[src/rtl/addsub_4bit_bist_if.sv]
// Operand/response and status bundle between the BIST engine
// and the 4-bit adder/subtractor under test.
interface addsub_4bit_bist_if;
  logic       start;
  logic [3:0] result_in;
  logic       cout_in;
  logic [3:0] a_out;
  logic [3:0] b_out;
  logic       mode_out;
  logic       busy;
  logic       done;
  logic       pass;
  logic [9:0] err_count;
  logic       first_fail_valid;
  logic [8:0] first_fail_vec;

  modport master (
    input  start, result_in, cout_in,
    output a_out, b_out, mode_out,
    output busy, done, pass, err_count,
    output first_fail_valid, first_fail_vec
  );

  modport slave (
    output start, result_in, cout_in,
    input  a_out, b_out, mode_out,
    input  busy, done, pass, err_count,
    input  first_fail_valid, first_fail_vec
  );
endinterface

[src/rtl/addsub_4bit_bist.sv]
// Exhaustive self-test sweep for a 4-bit adder/subtractor:
// drives all 512 {mode,a,b} vectors and checks result/cout.
module addsub_4bit_bist #(
  parameter int SETTLE_CYCLES = 1
) (
  input  logic                clk,
  input  logic                rst_n,
  addsub_4bit_bist_if.master  bus
);

  typedef enum logic [1:0] {
    S_IDLE,
    S_DRIVE,
    S_CHECK,
    S_DONE
  } state_t;

  localparam logic [3:0] LP_LAST = 4'(SETTLE_CYCLES - 1);

  state_t     r_state;
  logic [8:0] r_vec;
  logic [3:0] r_settle;
  logic [9:0] r_err;
  logic       r_ffv;
  logic [8:0] r_ffvec;
  logic       r_busy;
  logic       r_done;
  logic       r_pass;

  logic [4:0] w_exp;
  logic       w_mis;
  logic [9:0] w_err_nxt;

  always_comb begin
    w_exp = 5'd0;
    if (r_vec[8])
      w_exp = {1'b0, r_vec[7:4]} + {1'b0, ~r_vec[3:0]} + 5'd1;
    else
      w_exp = {1'b0, r_vec[7:4]} + {1'b0, r_vec[3:0]};
  end

  assign w_mis = ({bus.cout_in, bus.result_in} != w_exp);

  // count saturates at the full vector space
  assign w_err_nxt = (w_mis && (r_err != 10'd512))
                   ? r_err + 10'd1 : r_err;

  always_ff @(posedge clk) begin
    if (!rst_n) begin
      r_state  <= S_IDLE;
      r_vec    <= '0;
      r_settle <= '0;
      r_err    <= '0;
      r_ffv    <= 1'b0;
      r_ffvec  <= '0;
      r_busy   <= 1'b0;
      r_done   <= 1'b0;
      r_pass   <= 1'b0;
    end else begin
      case (r_state)
        S_IDLE, S_DONE: begin
          if (bus.start) begin
            r_state  <= S_DRIVE;
            r_vec    <= '0;
            r_settle <= '0;
            r_err    <= '0;
            r_ffv    <= 1'b0;
            r_ffvec  <= '0;
            r_busy   <= 1'b1;
            r_done   <= 1'b0;
            r_pass   <= 1'b0;
          end
        end
        S_DRIVE: begin
          if (r_settle == LP_LAST)
            r_state <= S_CHECK;
          else
            r_settle <= r_settle + 4'd1;
        end
        S_CHECK: begin
          r_err <= w_err_nxt;
          if (w_mis && !r_ffv) begin
            r_ffv   <= 1'b1;
            r_ffvec <= r_vec;
          end
          if (r_vec == 9'd511) begin
            r_state <= S_DONE;
            r_busy  <= 1'b0;
            r_done  <= 1'b1;
            r_pass  <= (w_err_nxt == 10'd0);
          end else begin
            r_vec    <= r_vec + 9'd1;
            r_settle <= '0;
            r_state  <= S_DRIVE;
          end
        end
        default: r_state <= S_IDLE;
      endcase
    end
  end

  assign bus.mode_out         = r_vec[8];
  assign bus.a_out            = r_vec[7:4];
  assign bus.b_out            = r_vec[3:0];
  assign bus.busy             = r_busy;
  assign bus.done             = r_done;
  assign bus.pass             = r_pass;
  assign bus.err_count        = r_err;
  assign bus.first_fail_valid = r_ffv;
  assign bus.first_fail_vec   = r_ffvec;

endmodule

[src/flat_wrapper.sv]
// flat-port wrapper written by rule: the top's interface ports become plain ports
module addsub_4bit_bist_flat 
#(
  parameter int SETTLE_CYCLES = 1
)
  (clk, rst_n, bus_start, bus_result_in, bus_cout_in, bus_a_out, bus_b_out, bus_mode_out, bus_busy, bus_done, bus_pass, bus_err_count, bus_first_fail_valid, bus_first_fail_vec);
  addsub_4bit_bist_if bus_i ();
  input  logic clk;
  input  logic rst_n;
  input wire logic [$bits(bus_i.start)-1:0] bus_start;
  input wire logic [$bits(bus_i.result_in)-1:0] bus_result_in;
  input wire logic [$bits(bus_i.cout_in)-1:0] bus_cout_in;
  output wire logic [$bits(bus_i.a_out)-1:0] bus_a_out;
  output wire logic [$bits(bus_i.b_out)-1:0] bus_b_out;
  output wire logic [$bits(bus_i.mode_out)-1:0] bus_mode_out;
  output wire logic [$bits(bus_i.busy)-1:0] bus_busy;
  output wire logic [$bits(bus_i.done)-1:0] bus_done;
  output wire logic [$bits(bus_i.pass)-1:0] bus_pass;
  output wire logic [$bits(bus_i.err_count)-1:0] bus_err_count;
  output wire logic [$bits(bus_i.first_fail_valid)-1:0] bus_first_fail_valid;
  output wire logic [$bits(bus_i.first_fail_vec)-1:0] bus_first_fail_vec;
  assign bus_i.start = bus_start;
  assign bus_i.result_in = bus_result_in;
  assign bus_i.cout_in = bus_cout_in;
  assign bus_a_out = bus_i.a_out;
  assign bus_b_out = bus_i.b_out;
  assign bus_mode_out = bus_i.mode_out;
  assign bus_busy = bus_i.busy;
  assign bus_done = bus_i.done;
  assign bus_pass = bus_i.pass;
  assign bus_err_count = bus_i.err_count;
  assign bus_first_fail_valid = bus_i.first_fail_valid;
  assign bus_first_fail_vec = bus_i.first_fail_vec;
  addsub_4bit_bist #(.SETTLE_CYCLES(SETTLE_CYCLES)) u_core (.clk(clk), .rst_n(rst_n), .bus(bus_i));
endmodule
[config.mk]
export PLATFORM = sky130hd
export DESIGN_NAME = addsub_4bit_bist_flat
export DESIGN_NICKNAME = d
export VERILOG_FILES = /design/src/rtl/addsub_4bit_bist_if.sv /design/src/rtl/addsub_4bit_bist.sv /design/src/flat_wrapper.sv
export SDC_FILE = /design/constraint.sdc
export NUM_CORES = 1
export LEC_CHECK = 0
export BUFFER_PORTS_ARGS = -buffer_cell sky130_fd_sc_hd__buf_2
export CAP_MARGIN = 10
export CORE_MARGIN = 1
export CORE_UTILIZATION = 56
export DETAILED_ROUTE_END_ITERATION = 10
export GPL_TIMING_DRIVEN = 0
export PLACE_DENSITY_LB_ADDON = 0.05
export SYNTH_ARGS = -nofsm -noshare
export SYNTH_HDL_FRONTEND = slang
export SYNTH_SLANG_ARGS = --single-unit
[constraint.sdc]
create_clock -name clk -period 3.3 [get_ports clk]
set_clock_uncertainty 0.05 [all_clocks]
set_input_delay 0.66 -clock clk [delete_from_list [all_inputs] [get_ports clk]]
set_output_delay 0.66 -clock clk [all_outputs]
set_load 0.02 [all_outputs]
Yosys cells after proc, flatten, opt, wreduce, memory -nomap -nowiden --
Index checks and enable logic that the tools add are counted.
Operators by class: $add $sub $neg 6, mux-type cells 27, bitwise operators 1, reduce and logical (&&, ||, !) cells 14, eq/ne operators 12
Operators with widths (count):
- 9-bit one-hot mux with 2 select lines | 2
- 9-bit 2-to-1 mux | 3
- 10-bit 2-to-1 mux | 2
- 10-bit one-hot mux with 2 select lines | 1
- 4-bit 2-to-1 mux | 3
- 4-bit one-hot mux with 3 select lines | 1
- 3-bit AND reduction | 4
- 10-bit by 1-bit adder with 10-bit output, second input constant | 1
- 4-bit by 4-bit adder with 5-bit output | 2
- 10-bit zero test | 1
- 10-bit != test, second input constant | 1
- 9-bit by 1-bit adder with 9-bit output, second input constant | 1
- 9-bit equality test, second input constant | 1
- 1-bit one-hot mux with 2 select lines | 4
- 1-bit 2-to-1 mux | 6
- 2-bit 2-to-1 mux | 3
- 2-bit by 1-bit != test with 1-bit output, second input constant | 3
- 2-bit != test, second input constant | 3
- 2-bit one-hot mux with 3 select lines | 1
- 5-bit by 1-bit adder with 5-bit output, second input constant | 1
- 5-bit 2-to-1 mux | 1
- 5-bit != test | 1
- 4-bit by 1-bit adder with 4-bit output, second input constant | 1
- 2-bit equality test, second input constant | 2
- other kinds (9) | 11
Storage, ports and cells: input port bits 8, output and inout bits 32, word-level logic and storage cells 69, register bits 38

Logic depth before layout (Yosys ltp) --
Gate-level depths: netlist (run 1).
word-level depth 10, mapped depth 12, gate-level depth less buffers 11

Worst setup path after synthesis (run 1) --
Ideal clock, no wire load.
path kind register -> register, start register u_core.r_vec[4], end register u_core.r_pass, in the netlist u_core.bus.pass, setup slack 0.426 ns, setup time 0.087 ns, buffers on the path 1, data required time 3.163 ns, cell stages (with the launch flop) 13, period minus slack after synthesis 2.874 ns, data arrival time 2.737 ns, cells stage by stage dfxtp_1 > inv_1 > ha_1 > fa_1 > nand3b_1 > and4b_1 > o21ai_0 > nor4b_4 > and2_1 > buf_4 > o311a_1 > o2111ai_1 > o31ai_1
On the way: longest elaborated chain between the ends 9, elaborated cells between the ends (all ways) 13, those cells by class add/sub (3); eq/ne (3); mux (4); reduce/logical (3)
Ends and longest elaborated chain:
- start: declaration | line addsub_4bit_bist.sv:21 | logic [8:0] r_vec;
- start signal: assignment | line addsub_4bit_bist.sv:92 | r_vec <= r_vec + 9'd1;
- 4-bit by 4-bit adder with 5-bit output | line addsub_4bit_bist.sv:37 | w_exp = {1'b0, r_vec[7:4]} + {1'b0, ~r_vec[3:0]} + 5'd1;
- 5-bit by 1-bit adder with 5-bit output | line addsub_4bit_bist.sv:37
- 5-bit 2-to-1 mux | line addsub_4bit_bist.sv:36 | if (r_vec[8])
- 5-bit != test | line addsub_4bit_bist.sv:42 | assign w_mis = ({bus.cout_in, bus.result_in} != w_exp);
- 1-bit logical AND | line addsub_4bit_bist.sv:45 | assign w_err_nxt = (w_mis && (r_err != 10'd512))
- 10-bit 2-to-1 mux | line addsub_4bit_bist.sv:46 | ? r_err + 10'd1 : r_err;
- 10-bit zero test | line addsub_4bit_bist.sv:90 | r_pass <= (w_err_nxt == 10'd0);
- 1-bit 2-to-1 mux | line addsub_4bit_bist.sv:86 | if (r_vec == 9'd511) begin
- 1-bit one-hot mux with 2 select lines | line addsub_4bit_bist.sv:60 | case (r_state)
- end signal: assignment | line addsub_4bit_bist.sv:90
- end: declaration | line addsub_4bit_bist.sv:28 | logic r_pass;
Several ways; a longest one is shown, not always the timed one. The select of a mux whose other input is x is not followed. A chain may end at the register's enable or synchronous reset.

Worst setup path after layout (run 1) --
Same ends and word-level chain as after synthesis.

==> results of run 1 <==
flip-flops by register name (all words and copies together), names as in the netlist, 2 cells and up:
| register | flops |
|---|---|
| u_core.r_state | 2 |
| u_core.bus.err_count | 10 |
| u_core.r_settle | 4 |
| u_core.bus.first_fail_vec | 9 |
| u_core.r_vec | 9 |
cells in the final DEF, fill, tap and decap left out, types with 3 or more instances in the layout:
cell / count
clkbuf_8: 5
nor2b_1: 21
nor2_1: 17
ha_1: 17
nor3_1: 8
a21o_1: 5
nand2_1: 27
and3_1: 6
a21oi_1: 19
a21boi_0: 5
nor3_2: 3
and2_1: 6
dfxtp_1: 36
buf_2: 40
a22oi_1: 12
xor2_1: 3
a31oi_1: 4
o21ai_0: 11
nand3_1: 8
clkbuf_1: 9
o211a_1: 3
nand4_1: 5
inv_1: 15
xnor2_1: 9
power groups by stage:
stage	combinational, mW	clock, mW	sequential, mW
after floorplan	0.0926	0	0.485
after global placement	0.133	0	0.482
after detailed placement	0.134	0	0.482
after CTS	0.136	0.481	0.471
after global routing	0.153	0.496	0.472
final	0.138	0.476	0.472
metrics by stage:
step	hold slack, ns	utilization, %	power [mW]	setup WS, ns
floorplan	0.453	-	0.577	0.426
global placement	0.412	65.3	0.614	0.233
detailed placement	0.418	65.3	0.616	0.188
CTS	0.429	68.7	1.09	0.119
global route	0.471	69.0	1.12	0.000669
finish	0.434	69.0	1.09	0.223
per-layer routing:
layer	part of all wire [%]	vias up	routed length [um]	track usage, %
li1	-	1123	-	-
met1	48	1028	2770	36.5
met2	45	89	2610	41.1
met3	6.3	10	370	6.08
met4	1.4	0	80	7.98
met5	0	-	0	0
Yosys cell counts, types with 3 or more instances:
master	count	share of area (%)
nor2b_1	21	5.5
a21o_1	5	1.6
nand2_1	27	4.2
a31oi_1	4	1.0
a21oi_1	20	4.2
nor2_1	17	2.7
a21boi_0	5	1.6
o211a_1	3	1.3
nor3_1	9	1.9
nand3_1	8	1.7
ha_1	17	8.9
nand4_1	5	1.3
inv_1	15	2.4
xnor2_1	9	3.3
and2_1	6	1.6
xor2_1	3	1.1
a22oi_1	12	3.8
o21ai_0	11	2.3
dfxtp_1	38	32
and3_1	6	1.6
clkbuf_1	9	1.4
worst max-delay path: stages (launching register included):
cell	delay (ns)
dfxtp_2	0.39
inv_1	0.10
ha_1	0.21
fa_1	0.38
nand3b_1	0.16
and4b_1	0.21
o21ai_0	0.17
nor4b_4	0.39
and2_1	0.19
buf_4	0.14
o311a_1	0.17
o2111ai_1	0.15
o31ai_1	0.27
worst max path at each step:
stage                    startpoint                      endpoint  slack [ns]  depth (start not counted)
floorplan           u_core.r_vec[4]               u_core.bus.pass        0.43                         12
detailed placement  u_core.r_vec[0]  u_core.bus.first_fail_vec[2]        0.19                         12
CTS                 u_core.r_vec[0]               u_core.bus.pass        0.12                         11
global route        u_core.r_vec[1]               u_core.bus.pass      0.0007                         11
finish              u_core.r_vec[4]               u_core.bus.pass        0.22                         12
global placement    u_core.r_vec[4]               u_core.bus.pass        0.23                         12
cell families after synthesis:
family / count (synthesis) / synth area share (%)
flops: 38 / 31.8
buf+inv: 27 / 4.44
simple gates: 112 / 25.3
xor+xnor: 12 / 4.39
compound gates: 78 / 22.7
fa+ha+maj: 19 / 10.6
mux: 2 / 0.836
final cells by class:
type,instances,area [um2]
tap,50,62.6
clock buffer,5,68.8
inverter,15,56.3
sequential,38,763
clock inverter,3,68.8
fill,344,1260
multi-input combinational,223,1540
timing repair buffer,39,195
buffer,12,50.0
==> run_results.csv, run 1 <==
group,metric,value,unit
route,wire_per_inst,15.2,um
worst_setup_path,setup.worst_path.end_class,"flip-flop",
die,starting_density_of_the_core,59.0,%
route,detail_route.iter0.violations,182,
layout,num_antenna_cells,0,
route,detail_route.wirelength,5.84,mm
timing,timing_hold_violations_final,0,
synth,predominant_post_synthesis_flop_cell,"dfxtp_1",
placed_design,placed_cells_incl_taps,377,
status,outcome,"finished clean",
timing,unrepaired_setup_endpoints_after_global_routing,"no",
pwr,power_frac_seq,43.4,%
route,post_drt_via_cell_ratio,5.84,
timing,finalCritPeriodShare,93.2,%
worst_setup_path,critical_path_peak_fanout,7,
layout,final_layout_size_suffix_gt1_share,17.6,%
synth,synth_sequential_area_ratio,31.8,%
pwr,p_switching,273,uW
clock_network,cts_post_setup_buffers_inserted,0,
clock_network,master_cell_of_the_clock_root_buffer,"clkbuf_8",
synth,syn-num-nets,315,
synth,synth-async-reset-ratio,0,%
route,routed-via-count,2250,
die,io_pins,40,
pwr,comb_power_share,12.7,%
layout,syn2layout_area_growth,17.0,%
worst_setup_path,timing.critical_path.from_type,"flip-flop",
route,drtAntennaViolNets,0,
route,dr.pass1.iters,5,
pwr,cellInternalPower,813,uW
synth,number_of_flip_flops_and_latches_in_the_synthesized_netlist,38,
worst_setup_path,ff2ff_setup_slack,0.22,ns
pwr,ir_worst_vdd,0.400,mV
pwr,static-leakage-power,1.19,nW
clock_network,clock_tree.htree_level_count,2,
route,remaining_drc_errors,0,
clock_network,cts_sinks,38,
die,die_y,67.4,um
clock_network,postCtsHoldBufs,0,
layout,instances_no_fill,385,
layout,layout.nets,361,
synth,netlist_area,2390,um2
worst_setup_path,r2r-start,"u_core.r_vec[4]",
timing,setup_violations,0,
timing,fin_tns_setup,0,ns
synth,synth-edff-count,0,
worst_setup_path,critPathArrivalTime,3.23,ns
synth,postSynthCellCount,288,
die,core_region_area,4060,um2
min_path,timing.hold.worst_endpoint,"u_core.bus.pass",
placed_design,globalplace.congestion,0.869,
timing,min_cycle_time_layout,3.08,ns
pwr,sw_frac_of_total,25.1,%
min_path,worstHoldStart,"u_core.bus.pass",
grt,first_pass_grt_wire_length,9.05,mm
grt,global_route_overflow,0,
pwr,power_frac_clock,43.8,%
timing,tightest_slew,0.790,ns
worst_setup_path,reg2reg_depth,12,
timing,slew_viol_final,0,
grt,global_route.usage.total,26.6,%
die,fp.dieArea,4540,um2
min_path,hold_path_depth,2,
clock_network,cts_buffer_depth,2,
clock_network,clk-insertion-delay-late,0.30,ns
synth,ys_types,50,
pwr,power.density,388,nW/um2
min_path,worst_hold_check_path_type,"reg2reg",
layout,post-route-cell-area,2800,um2
flow_run,max_cap_violations,0,
clock_network,cts.reportedPaths.clkPinSlew,0.07,ns
clock_network,total_cts_buffers,5,
die,die_width,67.4,um
placed_design,io_buffer_count,39,
grt,antenna_found_initial,0,
worst_setup_path,critPathKind,"reg2reg",
placed_design,placed_area,2650,um2
placed_design,place_hpwl,4.27,mm
worst_setup_path,critical_path.reg2reg.endpoint,"u_core.bus.pass",
timing,worst_slew_margin_rel,47.0,%
die,rows,23,
grt,grt_max_degree,14,
worst_setup_path,cp_data_required_time,3.45,ns
grt,grt_pass1_vias,1969,
clock_network,tritoncts,"done",
synth,synth_warnings,0,
synth,post_synthesis_area_per_instance,8.31,um2
timing,max_clock_freq,0.325,GHz
clock_network,cts-resized-gates,0,
Power figures use the tool's default switching activity.
==> run 2, diff against run 1 <==
Settings changed: CAP_MARGIN 10 to 20, CELL_PAD_IN_SITES_DETAIL_PLACEMENT set to 0, CELL_PAD_IN_SITES_GLOBAL_PLACEMENT set to 1, CORE_UTILIZATION 56 to 42.
Clock period 3.3 ns to 3 ns, I/O delays scaled along.
==> run 2 against run 1 <==
First-iteration DRC count is 64% lower. Non-clock buffer count is 2 higher. Hold slack worse by 0.0058 ns. Sequential share of layout area is 0.42 points lower. Cell area is 2.5% higher. Largest cell class unchanged.
==> run_results.csv, run 2 (same netlist as run 1, synthesis figures left out) <==
group,metric,value,unit
status,outcome,"finished clean",
route,dr.pass1.iters,4,
timing,slew_viol_final,0,
worst_setup_path,r2r-start,"u_core.r_vec[4]",
die,core_region_area,5510,um2
placed_design,placed_cells_incl_taps,399,
die,die_y,77.5,um
grt,antenna_found_initial,0,
clock_network,master_cell_of_the_clock_root_buffer,"clkbuf_8",
layout,layout.cells.most_common,"buf_2",
timing,tightest_slew,0.865,ns
worst_setup_path,ff2ff_setup_slack,0.18,ns
clock_network,postCtsHoldBufs,0,
grt,global_route_overflow,0,
layout,layout.cells.most_common_list,"buf_2, dfxtp_1, nand2_1",
timing,timing_hold_violations_final,0,
grt,global_route.usage.total,21.1,%
worst_setup_path,critical_path.reg2reg.endpoint,"u_core.bus.pass",
layout,post-route-util,52.1,%
flow_run,max_cap_violations,0,
route,detail_route.iter0.violations,66,
placed_design,place_hpwl,4.40,mm
clock_network,cts_sinks,38,
layout,final_layout_size_suffix_gt1_share,21.4,%
route,detail_route.wirelength,5.94,mm
route,drtAntennaViolNets,0,
worst_setup_path,setup.worst_path.end_class,"flip-flop",
min_path,worstHoldStart,"u_core.bus.pass",
timing,finalCritPeriodShare,94.2,%
route,post_drt_via_cell_ratio,5.43,
timing,min_cycle_time_layout,2.82,ns
placed_design,placed_area,2680,um2
route,routed-via-count,2221,
layout,largest_register_ff_count,10,
layout,num_antenna_cells,0,
timing,setup_violations,0,
layout,instances_no_fill,409,
die,rows,27,
clock_network,tritoncts,"done",
clock_network,cts_buffer_depth,2,
pwr,ir_worst_vdd,0.186,mV
layout,syn2layout_area_growth,20.0,%
placed_design,io_buffer_count,39,
pwr,power.density,389,nW/um2
die,die_width,77.5,um
worst_setup_path,critPathKind,"reg2reg",
worst_setup_path,critical_path_peak_fanout,6,
min_path,timing.hold.worst_endpoint,"u_core.bus.pass",
timing,max_clock_freq,0.354,GHz
worst_setup_path,reg2reg_depth,12,
grt,grt_max_degree,14,
die,fp.dieArea,6000,um2
die,starting_density_of_the_core,43.5,%
clock_network,total_cts_buffers,5,
route,wire_per_inst,14.5,um
timing,worst_slew_margin_rel,41.9,%
grt,grt_pass1_vias,2087,
route,remaining_drc_errors,0,
layout,post-route-cell-area,2870,um2
clock_network,clock_tree.htree_level_count,2,
timing,unrepaired_setup_endpoints_after_global_routing,"no",
min_path,hold_path_depth,2,
layout,filler_cell_count,560,
die,io_pins,40,
worst_setup_path,timing.critical_path.from_type,"flip-flop",
worst_setup_path,critPathArrivalTime,2.99,ns
pwr,static-leakage-power,1.19,nW
placed_design,globalplace.congestion,0.775,
clock_network,cts.reportedPaths.clkPinSlew,0.08,ns
min_path,worst_hold_check_path_type,"reg2reg",
clock_network,clk-insertion-delay-late,0.29,ns
layout,layout.nets,363,
grt,first_pass_grt_wire_length,10.0,mm
worst_setup_path,cp_data_required_time,3.16,ns
-- run 2: per-stage QoR --
step | hold WS, ns | setup TNS (ns) | power [mW] | worst slack (ns)
5_1_grt | 0.454 | 0 | 1.18 | 0.00995
2_1_floorplan | 0.453 | 0 | 0.635 | 0.126
3_3_place_gp | 0.421 | -2.22 | 0.679 | -0.203
4_1_cts | 0.430 | 0 | 1.14 | 0.0158
3_5_place_dp | 0.419 | -1.89 | 0.679 | -0.180
6_report | 0.428 | 0 | 1.12 | 0.175
-- run 2: routing by layer --
metal | track usage [%] | share of wire, % | vias to the layer above
li1 | - | - | 1127
met1 | 26.2 | 47 | 1055
met2 | 36.6 | 50 | 32
met3 | 4.24 | 2.2 | 7
met4 | 6.23 | 1.5 | 0
met5 | 0 | 0 | -
-- run 2: repair_timing --
| action | 4_1_cts | 5_1_grt |
|---|---|---|
| endpoints found under the setup margin | 16 | 19 |
| pin swaps | 0 | 4 |
| resized for setup | 5 | 16 |
| setup buffers | 2 | 0 |
-- run 2: worst max-delay path, cell delays in order, from the launching register on --
cell and delay, ns:
dfxtp_4 0.39, inv_1 0.09, ha_1 0.21, fa_2 0.52, mux2i_1 0.08, xnor2_1 0.15
nand2_1 0.11, nor4b_4 0.28, buf_4 0.20, nand2_2 0.09, and3_4 0.23, mux2i_1 0.13
o31ai_1 0.22
-- run 2: layout make-up --
type / count / area [um2] / share of cell area (%)
multi-input combinational: 223 / 1580 / 55.0
sequential: 38 / 771 / 26.8
timing repair buffer: 41 / 210 / 7.32
tap: 72 / 90.1 / 3.14
clock buffer: 5 / 68.8 / 2.40
inverter: 15 / 56.3 / 1.96
buffer: 12 / 50.0 / 1.74
clock inverter: 3 / 45.0 / 1.57
-- run 2: how the worst max path moves through the flow --
stage,startpoint,end,depth (start not counted)
after detailed placement,u_core.r_vec[4],u_core.bus.first_fail_vec[2],12
after CTS,u_core.r_vec[4],u_core.bus.err_count[4],12
after global placement,u_core.r_vec[4],u_core.bus.first_fail_vec[8],12
after floorplan,u_core.r_vec[4],u_core.bus.pass,12
final,u_core.r_vec[4],u_core.bus.pass,12
after global routing,u_core.r_vec[4],u_core.bus.pass,12
-- run 2: report_power, final --
part / internal, mW / total, mW / switching [mW] / leakage [nW]
Sequential: 0.510 / 0.518 / 0.00804 / 0.310
Combinational: 0.0531 / 0.155 / 0.101 / 0.831
Clock: 0.247 / 0.446 / 0.198 / 0.0504
Total: 0.811 / 1.12 / 0.308 / 1.19
